<file path="src/rtl/uart_pkg.sv">
// Shared UART definitions: parity encodings, receive FSM states, error flag bit positions.
package uart_pkg;

  localparam logic [1:0] PAR_NONE = 2'b00;
  localparam logic [1:0] PAR_ODD  = 2'b01;
  localparam logic [1:0] PAR_EVEN = 2'b10;

  localparam int unsigned ERR_PARITY = 0;
  localparam int unsigned ERR_START  = 1;
  localparam int unsigned ERR_STOP   = 2;

  typedef enum logic [2:0] {
    S_IDLE   = 3'd0,
    S_START  = 3'd1,
    S_DATA   = 3'd2,
    S_PARITY = 3'd3,
    S_STOP   = 3'd4,
    S_CHECK  = 3'd5
  } rx_state_t;

  // 2'b11 is treated as "no parity", same as PAR_NONE.
  function automatic logic parity_enabled(input logic [1:0] pt);
    return (pt == PAR_ODD) || (pt == PAR_EVEN);
  endfunction

endpackage

</file>
<file path="src/rtl/uart_rx_sampler.sv">
// Line conditioning for the UART receiver: 2-flop synchronizer, falling-edge detect,
// oversample tick counter and mid-bit sample strobe.
module uart_rx_sampler #(
  parameter int unsigned OVERSAMPLE = 16
) (
  input  logic clock,
  input  logic reset,
  input  logic baud_tick,
  input  logic rx_serial,
  input  logic cnt_en,
  input  logic half_bit,
  output logic line,
  output logic fall,
  output logic sample
);

  localparam int unsigned CW = $clog2(OVERSAMPLE);
  localparam logic [CW-1:0] HALF_LAST = CW'(OVERSAMPLE / 2 - 1);
  localparam logic [CW-1:0] FULL_LAST = CW'(OVERSAMPLE - 1);

  logic          sync1_q, sync2_q, prev_line_q;
  logic [CW-1:0] tick_cnt_q, tick_cnt_d;

  assign line   = sync2_q;
  assign fall   = prev_line_q & ~sync2_q;
  assign sample = cnt_en & baud_tick & (tick_cnt_q == (half_bit ? HALF_LAST : FULL_LAST));

  // A sample restarts the bit period so the start-bit half period realigns to bit centres.
  always_comb begin
    tick_cnt_d = tick_cnt_q;
    if (!cnt_en) begin
      tick_cnt_d = '0;
    end else if (baud_tick) begin
      if (sample || (tick_cnt_q == FULL_LAST)) tick_cnt_d = '0;
      else                                      tick_cnt_d = tick_cnt_q + 1'b1;
    end
  end

  always_ff @(posedge clock) begin
    if (reset) begin
      sync1_q     <= 1'b1;
      sync2_q     <= 1'b1;
      prev_line_q <= 1'b1;
      tick_cnt_q  <= '0;
    end else begin
      sync1_q     <= rx_serial;
      sync2_q     <= sync1_q;
      prev_line_q <= sync2_q;
      tick_cnt_q  <= tick_cnt_d;
    end
  end

endmodule

</file>
<file path="src/rtl/uart_rx_controller.sv">
// UART receive sequencer: frames the serial line, hands fields to the error checker and
// holds the result in a one-deep valid/ready output register with overrun tracking.
module uart_rx_controller
  import uart_pkg::*;
#(
  parameter int unsigned OVERSAMPLE = 16
) (
  input  logic       clock,
  input  logic       reset,
  input  logic       baud_tick,
  input  logic       rx_serial,
  input  logic [1:0] parity_type,
  output logic [7:0] raw_data,
  output logic       parity_bit,
  output logic       start_bit,
  output logic       stop_bit,
  output logic       recieved_flag,
  input  logic [2:0] error_flag,
  output logic [7:0] rx_data,
  output logic [2:0] rx_error,
  output logic       rx_valid,
  input  logic       rx_ready,
  output logic       overrun
);

  rx_state_t  state_q, state_d;
  logic [2:0] bit_cnt_q, bit_cnt_d;
  logic [1:0] par_type_q, par_type_d;
  logic [7:0] raw_data_q, raw_data_d;
  logic       parity_bit_q, parity_bit_d;
  logic       start_bit_q, start_bit_d;
  logic       stop_bit_q, stop_bit_d;
  logic [7:0] rx_data_q, rx_data_d;
  logic [2:0] rx_error_q, rx_error_d;
  logic       rx_valid_q, rx_valid_d;
  logic       overrun_q, overrun_d;

  logic line, fall, sample, cnt_en, half_bit;
  logic in_check, handshake, load;

  assign cnt_en   = (state_q != S_IDLE) && (state_q != S_CHECK);
  assign half_bit = (state_q == S_START);

  uart_rx_sampler #(
    .OVERSAMPLE (OVERSAMPLE)
  ) u_sampler (
    .clock     (clock),
    .reset     (reset),
    .baud_tick (baud_tick),
    .rx_serial (rx_serial),
    .cnt_en    (cnt_en),
    .half_bit  (half_bit),
    .line      (line),
    .fall      (fall),
    .sample    (sample)
  );

  assign in_check  = (state_q == S_CHECK);
  assign handshake = rx_valid_q & rx_ready;
  // A consumer draining the register in the CHECK cycle frees the slot for the new frame.
  assign load      = in_check & (~rx_valid_q | rx_ready);

  always_comb begin
    state_d      = state_q;
    bit_cnt_d    = bit_cnt_q;
    par_type_d   = par_type_q;
    raw_data_d   = raw_data_q;
    parity_bit_d = parity_bit_q;
    start_bit_d  = start_bit_q;
    stop_bit_d   = stop_bit_q;

    case (state_q)
      S_IDLE: begin
        if (fall) begin
          state_d    = S_START;
          par_type_d = parity_type;
          if (!parity_enabled(parity_type)) parity_bit_d = 1'b0;
        end
      end
      S_START: begin
        if (sample) begin
          if (line) begin
            state_d = S_IDLE;
          end else begin
            start_bit_d = 1'b0;
            bit_cnt_d   = '0;
            state_d     = S_DATA;
          end
        end
      end
      S_DATA: begin
        if (sample) begin
          raw_data_d = {line, raw_data_q[7:1]};
          bit_cnt_d  = bit_cnt_q + 3'd1;
          if (bit_cnt_q == 3'd7) state_d = parity_enabled(par_type_q) ? S_PARITY : S_STOP;
        end
      end
      S_PARITY: begin
        if (sample) begin
          parity_bit_d = line;
          state_d      = S_STOP;
        end
      end
      S_STOP: begin
        if (sample) begin
          stop_bit_d = line;
          state_d    = S_CHECK;
        end
      end
      S_CHECK: state_d = S_IDLE;
      default: state_d = S_IDLE;
    endcase
  end

  always_comb begin
    rx_data_d  = rx_data_q;
    rx_error_d = rx_error_q;
    rx_valid_d = rx_valid_q;
    overrun_d  = overrun_q;
    if (load) begin
      rx_data_d  = raw_data_q;
      rx_error_d = error_flag;
      rx_valid_d = 1'b1;
    end else if (handshake) begin
      rx_valid_d = 1'b0;
    end
    if (in_check && !load) overrun_d = 1'b1;
    else if (handshake)    overrun_d = 1'b0;
  end

  always_ff @(posedge clock) begin
    if (reset) begin
      state_q      <= S_IDLE;
      bit_cnt_q    <= '0;
      par_type_q   <= PAR_NONE;
      raw_data_q   <= '0;
      parity_bit_q <= 1'b0;
      start_bit_q  <= 1'b0;
      stop_bit_q   <= 1'b0;
      rx_data_q    <= '0;
      rx_error_q   <= '0;
      rx_valid_q   <= 1'b0;
      overrun_q    <= 1'b0;
    end else begin
      state_q      <= state_d;
      bit_cnt_q    <= bit_cnt_d;
      par_type_q   <= par_type_d;
      raw_data_q   <= raw_data_d;
      parity_bit_q <= parity_bit_d;
      start_bit_q  <= start_bit_d;
      stop_bit_q   <= stop_bit_d;
      rx_data_q    <= rx_data_d;
      rx_error_q   <= rx_error_d;
      rx_valid_q   <= rx_valid_d;
      overrun_q    <= overrun_d;
    end
  end

  assign raw_data      = raw_data_q;
  assign parity_bit    = parity_bit_q;
  assign start_bit     = start_bit_q;
  assign stop_bit      = stop_bit_q;
  assign recieved_flag = in_check;
  assign rx_data       = rx_data_q;
  assign rx_error      = rx_error_q;
  assign rx_valid      = rx_valid_q;
  assign overrun       = overrun_q;

endmodule

</file>
<file path="config.mk">
export PLATFORM = sky130hd
export DESIGN_NAME = uart_rx_controller
export DESIGN_NICKNAME = d
export VERILOG_FILES = /design/src/rtl/uart_pkg.sv /design/src/rtl/uart_rx_sampler.sv /design/src/rtl/uart_rx_controller.sv
export SDC_FILE = /design/constraint.sdc
export NUM_CORES = 1
export LEC_CHECK = 0
export CAP_MARGIN = 25
export CORE_MARGIN = 1.5
export CORE_UTILIZATION = 33
export DETAILED_ROUTE_END_ITERATION = 12
export DONT_BUFFER_PORTS = 1
export HOLD_SLACK_MARGIN = 0.06
export SLEW_MARGIN = 20
export SYNTH_ARGS = -nofsm -noshare
export SYNTH_HDL_FRONTEND = slang
export SYNTH_SLANG_ARGS = --single-unit
</file>
<file path="constraint.sdc">
create_clock -name clock -period 5 [get_ports clock]
set_clock_uncertainty 0.15 [all_clocks]
set_input_delay 1.5 -clock clock [delete_from_list [all_inputs] [get_ports clock]]
set_output_delay 1.5 -clock clock [all_outputs]
set_load 0.005 [all_outputs]
</file>
==> summary.md <==
| Metric | Value |
|---|---|
| # fillers | `557` |
| CTS sink count | `38` |
| DRT antenna net count | `0` |
| VDD IR max | `0.1948 mV` |
| CP peak stage delay | `0.70 ns` |
| Max transition margin | `57.32%` |
| Layout cells sized above 1 | `6.742%` |
| Final-report max-slew violation count | `0` |
| Layout Area Growth over Synthesis | `5.483%` |
| Max FO, Critical Path | `17` |
| Port Buf Inserts | `0` |
| EDFF count, synth | `0` |
| Hold Crit Class | `flop to flop` |
| DR pass1 iterations | `4` |
| Startpoint types | `flop` |
| Number of I/O pins | `35` |
| Asr flop ratio synth | `0%` |
| Cell family with most CP delay | `flip-flops` |
| Slew @ Worst Pin | `0.6402 ns` |
| Routed vias | `1243` |
| CTS Hold Bufs | `0` |
| Vias/cell | `5.012` |
| Fin area | `roughly 0.0018 mm²` |
| Syn Inst Count | `184` |
| Setup TNS Final | `0 ns` |
| Syn avg cell area | `9.425 µm²` |
| Hold Violations, Final | `0` |
| Global-route wire length before repair | `5.609 mm` |
| Avg WL per Cell | `13.48 µm` |
| Hold Path Stages | `1` |
| CTS Buf Count | `5` |
| Cell breakdown of the critical path | `and3b_1` |
| FF-to-FF path depth | `4` |
| Seq cells post-synth | `38` |
| # Post-CTS Setup Buffers | `0` |
| Worst-path clk slew | `0.07 ns` |
| Clk Latency, worst-skew pair | `just under 0.3 ns` |
| Sequential share of the synthesized area | `43.87%` |
| Worst R2R End | `raw_data[3]$_SDFFE_PP0P_` |
| Die Ht | `75.49 µm` |
| Clk buf depth | `2` |
| Worst R2R Start | `state_q[1]$_SDFFE_PP0P_` |
| H-tree levels | `2` |
| TritonCTS clock tree | `yes` |
| CP max stage cell | `dfxtp_1` |
| Static leakage | `0.6082 nW` |
| Cell area after synthesis | `0.001734 mm²` |
| Setup CP Type | `flop to output port` |
| Core Rows | `26` |
| Achievable Freq | `340.2 MHz` |
| RSZ-0062 raised after global routing | `no` |
| Power Density | `around 290 mW/mm²` |
| Status | `finished clean` |
| RePlAce Congestion | `0.7751` |
| Initial Utilization | `34.17%` |
| Drt total wl | `3.343 mm` |
| Syn nets | `197` |
| Largest net degree at the start of global routing | `38` |
| Violation count after the first detailed-route iteration | `57` |
| Synth warn | `0` |
| Final Setup Violations | `0` |
| Core area | `0.005075 mm²` |
| Inserted Diodes | `0` |
| Area post-placement | `0.001750 mm²` |
| Worst path bufs/invs | `0` |
| Vias in the first global route | `~1200` |
| Drt drc | `0` |
| Min-Delay Endpoint | `u_sampler.line$_SDFF_PP1_` |
| Most frequent cells in the layout | `dfxtp_1 (38), nor2_1 (34), mux2i_1 (23)` |
| PostCTS Resize Cnt | `0` |
| Die area | `about 0.0057 mm²` |
| Ys flop type | `dfxtp_1` |
| Worst Setup End Kind | `output port` |
| Initial antenna violation count | `0` |
| Min-delay src | `u_sampler.sync1_q$_SDFF_PP1_` |
| Gr usage total | `13.11%` |
| Tmin final | `around 3 ns` |
| CTS Root Cell | `clkbuf_8` |
| Die X | `75.49 µm` |
| Data arrival time of the critical path | `1.29 ns` |
| Most common cell after layout, fill and taps aside | `dfxtp_1` |
| WP data required | `3.35 ns` |
| Post-synth cell types | `46` |
| HPWL after detailed placement | `2.190 mm` |
| Max-cap violations | `0` |
| Worst reg-to-reg setup slack | `between 2 and 3 ns` |
| Grt ovf | `0` |
| Final Cycle Share | `58.78%` |
| Nets | `191` |
[Yosys cell counts, types with 2 or more instances]
| library cell | number | share of area, % |
|---|---|---|
| or2_2 | 3 | 1.1 |
| a21oi_1 | 7 | 2.0 |
| xnor2_1 | 2 | 1.0 |
| dfxtp_1 | 38 | 44 |
| o21ai_1 | 2 | 0.58 |
| nand2_1 | 4 | 0.87 |
| a211o_1 | 2 | 1.0 |
| a211oi_1 | 3 | 1.3 |
| nand3b_1 | 2 | 0.87 |
| xor2_1 | 4 | 2.0 |
| buf_4 | 3 | 1.3 |
| buf_2 | 3 | 0.87 |
| ha_1 | 3 | 2.2 |
| a22oi_1 | 2 | 0.87 |
| clkbuf_1 | 6 | 1.3 |
| nand3_1 | 2 | 0.58 |
| nand2b_1 | 4 | 1.4 |
| nor3_1 | 3 | 0.87 |
| nor2_1 | 34 | 7.4 |
| nor3b_1 | 4 | 1.7 |
| nand4_1 | 2 | 0.72 |
| o21ai_0 | 2 | 0.58 |
| nor2b_1 | 4 | 1.4 |
| mux2i_1 | 23 | 13 |
[how the worst max path moves through the flow]
| stage | start | endpoint | cells after the start |
|---|---|---|---|
| finish | state_q[1]$_SDFFE_PP0P_ | recieved_flag | 1 |
| global route | state_q[1]$_SDFFE_PP0P_ | recieved_flag | 1 |
| CTS | state_q[1]$_SDFFE_PP0P_ | recieved_flag | 1 |
| detailed placement | baud_tick | raw_data[6]$_SDFFE_PP0P_ | 4 |
| global placement | baud_tick | raw_data[0]$_SDFFE_PP0P_ | 4 |
| floorplan | baud_tick | raw_data[0]$_SDFFE_PP0P_ | 6 |
[metrics by stage]
step | std cells | util (%) | total power, W | setup WS, ns | hold WS, ns
global placement | 241 | 34.49 | 0.0003433 | 2.079 | 0.2424
CTS | 248 | 36.05 | 0.0005419 | 2.059 | 0.2833
finish | 248 | 36.05 | 0.0005354 | 2.061 | 0.2720
global route | 248 | 36.05 | 0.0005551 | 2.003 | 0.2954
detailed placement | 241 | 34.49 | 0.0003433 | 2.050 | 0.2565
floorplan | 184 | - | 0.0003439 | 2.187 | 0.2395
[layer usage]
metal | wire length [µm] | track usage (%) | share of wire [%] | vias to the layer above
met5 | 0 | 0 | 0 | -
met4 | 55 | 5.357 | 1.6 | 0
met3 | 201 | 4.365 | 6.0 | 7
met2 | 1503 | 20.66 | 45 | 34
met1 | 1581 | 16.52 | 47 | 575
li1 | - | - | - | 627
[kinds of logic after synthesis]
| group | after synthesis | synth area share, % |
|---|---|---|
| and+or+nand+nor | 72 | 22.22 |
| DFF | 38 | 43.87 |
| AOI/OAI and AO/OA | 27 | 10.90 |
| muxes | 23 | 13.28 |
| buffers and inverters | 14 | 4.328 |
| xor gates and xnor gates | 6 | 3.030 |
| adders and majority gates | 3 | 2.165 |
| other | 1 | 0.2162 |
[state kept, by name (all words and copies together) (netlist names)]
signal                 cells
parity_bit                 1
u_sampler.prev_line_q      1
u_sampler.sync1_q          1
u_sampler.line             1
bit_cnt_q                  3
rx_data                    8
state_q                    3
stop_bit                   1
u_sampler.tick_cnt_q       4
overrun                    1
rx_valid                   1
raw_data                   8
par_type_q                 2
rx_error                   3
[where the power goes]
part	switching [W]	internal [W]
combinational	0.0000110	0.0000115
sequential	0.00000791	0.000306
clock	0.000106	0.0000936
[layout make-up]
type                            count  area [µm²]  share of cell area (%)
Tap cell                           70       87.58                   4.788
Clock buffer                        5       68.82                   3.762
Inverter                            1       3.754                  0.2052
Sequential cell                    38       760.7                   41.59
Multi-Input combinational cell    132       898.4                   49.11
Clock inverter                      2       10.01                  0.5472
No activity file was read; power rests on OpenSTA's default activity.
